$ cat src/rtl/codec_volume_ctrl_if.sv
// Manual-write handshake between the volume controller and the codec init/manual-write block:
// one-cycle send pulse with register/data, answered by a one-cycle done pulse.
interface codec_volume_ctrl_if;
    logic       manualSend;
    logic [6:0] manualRegister;
    logic [8:0] manualData;
    logic       manualDone;

    modport master (
        output manualSend,
        output manualRegister,
        output manualData,
        input  manualDone
    );

    modport slave (
        input  manualSend,
        input  manualRegister,
        input  manualData,
        output manualDone
    );
endinterface

$ cat src/rtl/codec_volume_ctrl.sv
// Turns volume up/down and mute-toggle pulses into single codec register writes, merging bursts.
// Optional macro VOLCTRL_ZEROCROSS_EN sets LZCEN (data bit 7) on volume writes.
module codec_volume_ctrl #(
    parameter logic [6:0]  VOL_DEFAULT = 7'h79,
    parameter logic [6:0]  VOL_MIN     = 7'h30,
    parameter logic [6:0]  VOL_MAX     = 7'h7F,
    parameter logic [6:0]  VOL_STEP    = 7'd2,
    parameter int unsigned HOLDOFF     = 50000,
    parameter int unsigned TIMEOUT     = 2000000
) (
    input  logic                clk,
    input  logic                rst,
    input  logic                initDone,
    input  logic                volUp,
    input  logic                volDown,
    input  logic                muteToggle,
    codec_volume_ctrl_if.master wr,
    output logic [6:0]          volume,
    output logic                muted,
    output logic                busy,
    output logic                wrError
);

    localparam int unsigned CNT_MAX = (TIMEOUT > HOLDOFF) ? TIMEOUT : HOLDOFF;
    localparam int          CNT_W   = $clog2(CNT_MAX + 1);
    localparam logic [CNT_W-1:0] TIMEOUT_LAST = CNT_W'(TIMEOUT - 1);
    localparam logic [CNT_W-1:0] HOLDOFF_LAST = CNT_W'(HOLDOFF - 1);
    localparam logic [6:0]  REG_VOLUME = 7'h02;
    localparam logic [6:0]  REG_MUTE   = 7'h05;
`ifdef VOLCTRL_ZEROCROSS_EN
    localparam logic        ZC_BIT     = 1'b1;
`else
    localparam logic        ZC_BIT     = 1'b0;
`endif

    typedef enum logic [2:0] {
        WAITINIT,
        IDLE,
        SEND,
        WAIT,
        HOLD
    } state_t;

    state_t             state;
    state_t             stateNext;
    logic [CNT_W-1:0]   cnt;
    logic               volDirty;
    logic               muteDirty;
    logic               curIsMute;
    logic [6:0]         regQ;
    logic [8:0]         dataQ;

    logic               sendNow;
    logic               loadMute;
    logic               loadVol;
    logic               cntClr;
    logic               doneOk;
    logic               timedOut;
    logic               initLost;
    logic               volChange;

    // Saturating step in 8 bits so a step past VOL_MAX clamps instead of wrapping.
    function automatic logic [6:0] stepUp(input logic [6:0] cur);
        logic [7:0] sum;
        sum = {1'b0, cur} + {1'b0, VOL_STEP};
        if (sum > {1'b0, VOL_MAX})
            stepUp = VOL_MAX;
        else
            stepUp = sum[6:0];
    endfunction

    function automatic logic [6:0] stepDown(input logic [6:0] cur);
        if ({1'b0, cur} < ({1'b0, VOL_MIN} + {1'b0, VOL_STEP}))
            stepDown = VOL_MIN;
        else
            stepDown = cur - VOL_STEP;
    endfunction

    assign volChange         = volUp ^ volDown;
    assign busy              = (state == SEND) || (state == WAIT) || (state == HOLD);
    assign wr.manualSend     = sendNow;
    assign wr.manualRegister = regQ;
    assign wr.manualData     = dataQ;

    always_ff @(posedge clk or negedge rst) begin
        if (!rst)
            state <= WAITINIT;
        else
            state <= stateNext;
    end

    // Losing initDone outside WAITINIT overrides everything, including a pending send.
    always_comb begin
        stateNext = state;
        sendNow   = 1'b0;
        loadMute  = 1'b0;
        loadVol   = 1'b0;
        cntClr    = 1'b0;
        doneOk    = 1'b0;
        timedOut  = 1'b0;
        initLost  = 1'b0;
        if ((state != WAITINIT) && !initDone) begin
            initLost  = 1'b1;
            stateNext = WAITINIT;
        end else begin
            case (state)
                WAITINIT: begin
                    if (initDone)
                        stateNext = IDLE;
                end
                IDLE: begin
                    if (muteDirty) begin
                        loadMute  = 1'b1;
                        stateNext = SEND;
                    end else if (volDirty) begin
                        loadVol   = 1'b1;
                        stateNext = SEND;
                    end
                end
                SEND: begin
                    sendNow   = 1'b1;
                    cntClr    = 1'b1;
                    stateNext = WAIT;
                end
                WAIT: begin
                    if ((cnt != '0) && wr.manualDone) begin
                        doneOk    = 1'b1;
                        cntClr    = 1'b1;
                        stateNext = HOLD;
                    end else if (cnt == TIMEOUT_LAST) begin
                        timedOut  = 1'b1;
                        cntClr    = 1'b1;
                        stateNext = HOLD;
                    end
                end
                HOLD: begin
                    if (cnt == HOLDOFF_LAST)
                        stateNext = IDLE;
                end
                default: stateNext = WAITINIT;
            endcase
        end
    end

    always_ff @(posedge clk or negedge rst) begin
        if (!rst)
            cnt <= '0;
        else if (cntClr)
            cnt <= '0;
        else if ((state == WAIT) || (state == HOLD))
            cnt <= cnt + 1'b1;
    end

    // A new pulse in the load cycle re-arms the flag, so the newer value still gets written.
    always_ff @(posedge clk or negedge rst) begin
        if (!rst) begin
            volume    <= VOL_DEFAULT;
            muted     <= 1'b0;
            volDirty  <= 1'b1;
            muteDirty <= 1'b0;
        end else begin
            if (volUp && !volDown)
                volume <= stepUp(volume);
            else if (volDown && !volUp)
                volume <= stepDown(volume);
            muted     <= muted ^ muteToggle;
            volDirty  <= initLost | volChange | (timedOut & ~curIsMute) | (volDirty & ~loadVol);
            muteDirty <= initLost | muteToggle | (timedOut & curIsMute) | (muteDirty & ~loadMute);
        end
    end

    always_ff @(posedge clk or negedge rst) begin
        if (!rst) begin
            regQ      <= '0;
            dataQ     <= '0;
            curIsMute <= 1'b0;
        end else if (loadMute) begin
            regQ      <= REG_MUTE;
            dataQ     <= {5'b0, muted, 3'b0};
            curIsMute <= 1'b1;
        end else if (loadVol) begin
            regQ      <= REG_VOLUME;
            dataQ     <= {1'b1, ZC_BIT, volume};
            curIsMute <= 1'b0;
        end
    end

    always_ff @(posedge clk or negedge rst) begin
        if (!rst)
            wrError <= 1'b0;
        else if (timedOut)
            wrError <= 1'b1;
        else if (doneOk)
            wrError <= 1'b0;
    end

endmodule

$ cat src/flat_wrapper.sv
// flat-port wrapper written by rule: the top's interface ports become plain ports
module codec_volume_ctrl_flat 
#(
    parameter logic [6:0]  VOL_DEFAULT = 7'h79,
    parameter logic [6:0]  VOL_MIN     = 7'h30,
    parameter logic [6:0]  VOL_MAX     = 7'h7F,
    parameter logic [6:0]  VOL_STEP    = 7'd2,
    parameter int unsigned HOLDOFF     = 50000,
    parameter int unsigned TIMEOUT     = 2000000
)
  (clk, rst, initDone, volUp, volDown, muteToggle, volume, muted, busy, wrError, wr_manualSend, wr_manualRegister, wr_manualData, wr_manualDone);
  codec_volume_ctrl_if wr_i ();
  input  logic clk;
  input  logic rst;
  input  logic initDone;
  input  logic volUp;
  input  logic volDown;
  input  logic muteToggle;
  output logic [6:0] volume;
  output logic muted;
  output logic busy;
  output logic wrError;
  output wire logic [$bits(wr_i.manualSend)-1:0] wr_manualSend;
  output wire logic [$bits(wr_i.manualRegister)-1:0] wr_manualRegister;
  output wire logic [$bits(wr_i.manualData)-1:0] wr_manualData;
  input wire logic [$bits(wr_i.manualDone)-1:0] wr_manualDone;
  assign wr_manualSend = wr_i.manualSend;
  assign wr_manualRegister = wr_i.manualRegister;
  assign wr_manualData = wr_i.manualData;
  assign wr_i.manualDone = wr_manualDone;
  codec_volume_ctrl #(.VOL_DEFAULT(VOL_DEFAULT), .VOL_MIN(VOL_MIN), .VOL_MAX(VOL_MAX), .VOL_STEP(VOL_STEP), .HOLDOFF(HOLDOFF), .TIMEOUT(TIMEOUT)) u_core (.clk(clk), .rst(rst), .initDone(initDone), .volUp(volUp), .volDown(volDown), .muteToggle(muteToggle), .wr(wr_i), .volume(volume), .muted(muted), .busy(busy), .wrError(wrError));
endmodule
$ cat config.mk
export PLATFORM = sky130hd
export DESIGN_NAME = codec_volume_ctrl_flat
export DESIGN_NICKNAME = d
export VERILOG_FILES = /design/src/rtl/codec_volume_ctrl_if.sv /design/src/rtl/codec_volume_ctrl.sv /design/src/flat_wrapper.sv
export SDC_FILE = /design/constraint.sdc
export NUM_CORES = 1
export LEC_CHECK = 0
export BUFFER_PORTS_ARGS = -buffer_cell sky130_fd_sc_hd__buf_4
export CORE_ASPECT_RATIO = 1.5
export CORE_MARGIN = 5
export CORE_UTILIZATION = 54
export DETAILED_ROUTE_END_ITERATION = 7
export PLACE_DENSITY_LB_ADDON = 0.2
export SLEW_MARGIN = 0
export SYNTH_ARGS = -nofsm -noshare
export SYNTH_HDL_FRONTEND = slang
export SYNTH_SLANG_ARGS = --single-unit
$ cat constraint.sdc
create_clock -name clk -period 3.9 [get_ports clk]
set_input_delay 0.585 -clock clk [delete_from_list [all_inputs] [get_ports clk]]
set_output_delay 0.585 -clock clk [all_outputs]
set_load 0.01 [all_outputs]
==> reports/metrics.yaml <==
ys.flop_type: "dfrtp_1"
crit_path_end_kind: "flip-flop"
cts_inserted_buffers: 5
pre_cts_slack_ps: 1328
ys_ff_latch: 44
cts-resized-gates: 0
setup_tns_ps: 0
htree_levels: 2
status: "finished, final reports clean"
io-pin-count: 34
wl_per_cell_um: 16.17
design_area_um2: 2919
antennaDiodeCount: 0
hold_path.class: "in -> async"
place_area_um2: 2760
worst_clock_skew_ps: 10.98
routed.top_layer: "met4"
crit_type: "reg -> reg"
synth_cells: 284
slew_viol_final: 0
cp_data_arrival_time_ps: 2740
clkSinkCount: 44
async_flop_share: 1.000
worst_slew_pin_slew_ps: 839.8
cts_root_buffer: "clkbuf_8"
routed_wl_um: 5920
drive_gt1_frac: 0.1755
gp_routability_congestion: 0.8744
critical_path_peak_fanout: 22
power.density_nw_per_um2: 667.4
port-buffer-count: 28
critPathMaxStageDelay_ps: 560
yosysSeqAreaShare: 0.4307
path_cells: "or4_4, or3_1, or3_4, a21oi_4, nor3_1"
post-route-period-util: 0.6639
rsz0062_at_grt: "false"
num_rows: 30
ctsHoldBuffers: 0
drtIter0Drc: 126
clock_path_buffers: 2
setup_violations: 0
ys.warnings.count: 0
first_pass_iters: 4
die_h_um: 94.55
r2r_end: "u_core.cnt[15]"
synth_edf_count: 0
p_leak_uw: 0.001277
reg2reg_depth: 5
finalHoldViolCount: 0
drc: 0
nNetsFinal: 313
dr_total_vias: 2193
routed-wl-met3_um: 231
grt_pass1_vias: 2193
clock.fmax_mhz: 386.2
ff2ff_setup_slack_ps: 1310
crit_slowest_cell: "or4_4"
grt_pass1_wl_um: 10520
overflow: 0
cp-startpoint: "u_core.cnt[16]"
avgSynthCellArea_um2: 9.062
cts_tree: "yes"
synthToLayoutAreaGrowth_pct: 13.42
dieArea_um2: 6275
max_slew_margin: 0.4367
period_minus_slack_ps: 2589
start_kind: "flip-flop"
clk_latency_ps: 300
met1_length_um: 2413
endpoint: "u_core.cnt[15]"
clk_pin_slew_ps: 90
initial_utilization: 0.5620
r2r-start: "u_core.cnt[16]"
cap_violations: 0
syn-cell-area_um2: 2574
route.met2.wl_um: 3146
synth_cell_type_count: 50
gr-usage-all-layers: 0.2140
grt_max_degree: 45
setup_ws_ps: 1311
core_um2: 4579
crit_required_ps: 4060
cts_setup_buffers: 0
fp.dieW_um: 66.37
ant_nets: 0
vias_per_cell: 5.992
hpwl_um: 4243
antenna_found_initial: 0
ir_drop_mv: 0.4732
==> logic make-up after synthesis <==
group                      synth area share
DFF                                  0.4307
other                              0.001457
adders and majority gates           0.02431
buffers and inverters               0.07049
AOI/OAI and AO/OA                    0.1561
and+or+nand+nor                      0.2455
xor gates and xnor gates            0.07146
==> sequential cells by signal, summed over array words and instances, names as in the netlist <==
name                      flops
u_core.cnt                   21
u_core.volume                 7
u_core.wr.manualData          7
u_core.state                  3
u_core.wr.manualRegister      2
u_core.muteDirty              1
u_core.muted                  1
u_core.volDirty               1
u_core.wrError                1
==> metrics by stage <==
step	util	power, uW	cells	hold WS [ps]
after global routing	0.6374	2085	366	295.6
after global placement	0.6027	1451	358	486.0
after floorplan	-	1224	288	289.4
after detailed placement	0.6027	1467	358	489.8
final	0.6374	1948	366	256.7
after CTS	0.6374	1954	366	281.8
==> worst min path at each step <==
stage / cells after the start / endpoint / from / slack [ps]
after floorplan: 0 / u_core.cnt[0] / rst / 290
after global placement: 2 / u_core.volume[0] / u_core.volume[0] / 490
after detailed placement: 1 / u_core.muted / u_core.muted / 490
after CTS: 1 / u_core.cnt[8] / rst / 280
after global routing: 1 / u_core.cnt[8] / rst / 300
final: 1 / u_core.cnt[8] / rst / 260
==> cell usage after synthesis (6+ instances only) <==
master    count  share of area
dfrtp_1      38           0.37
nor4_1        6          0.015
nand4_1      11          0.027
nor2_1       10          0.015
nand3_1      22          0.043
dfstp_2       6          0.061
clkbuf_1     12          0.017
and3_1        7          0.017
nor3_1       28          0.054
o21ai_0      19          0.037
a21oi_1       9          0.017
nand2_1      21          0.031
buf_4         8          0.023
inv_1        13          0.019
xor2_1       16          0.054
==> per-layer routing <==
metal	GRT usage	vias up
met4	0.08305	0
met1	0.2551	1073
met5	0	-
met2	0.3662	51
li1	-	1055
met3	0.05119	14
==> power breakdown <==
group          switching (uW)  total (uW)  internal (uW)
sequential                207         822            615
combinational             338         640            302
clock                     165         486            320
total                     711        1950           1240
==> cell type report <==
cell class | instances | area [um^2]
clock inverters | 3 | 90.09
multi-input cells | 208 | 1305
inverters | 13 | 48.80
fillers | 420 | 1660
flip-flops and latches | 44 | 1109
clock buffers | 5 | 68.82
repair buffers | 29 | 217.7
well taps | 64 | 80.08
==> critical path: cells and delay by family (launching register included) <==
kind | cells | cell delay [ps]
AND/OR/NAND/NOR | 4 | 1490
AO/OA/AOI/OAI | 1 | 520
flip-flops | 1 | 420
==> layout by cell type (no fill, tap or decap), drive strengths merged, types with 2 or more instances in the layout <==
master	netlist	layout
dfrtp	38	38
buf	11	29
nor3	29	29
nand3	22	22
nand2	21	21
o21ai	19	19
xor2	16	16
inv	13	13
nand4	11	11
nor2	10	10
a21oi	10	10
and3	7	7
dfstp	6	6
nor4	6	6
xnor2	5	5
ha	5	5
conb	1	5
clkbuf	12	5
a211oi	5	5
and4	3	3
a22oi	3	3
bufinv	0	3
or3	3	3
nor3b	2	2
o31a	2	2
a31o	2	2
o311ai	2	2
a21boi	2	2
o22ai	2	2
o41ai	2	2
No activity file was read; power rests on OpenSTA's default activity.
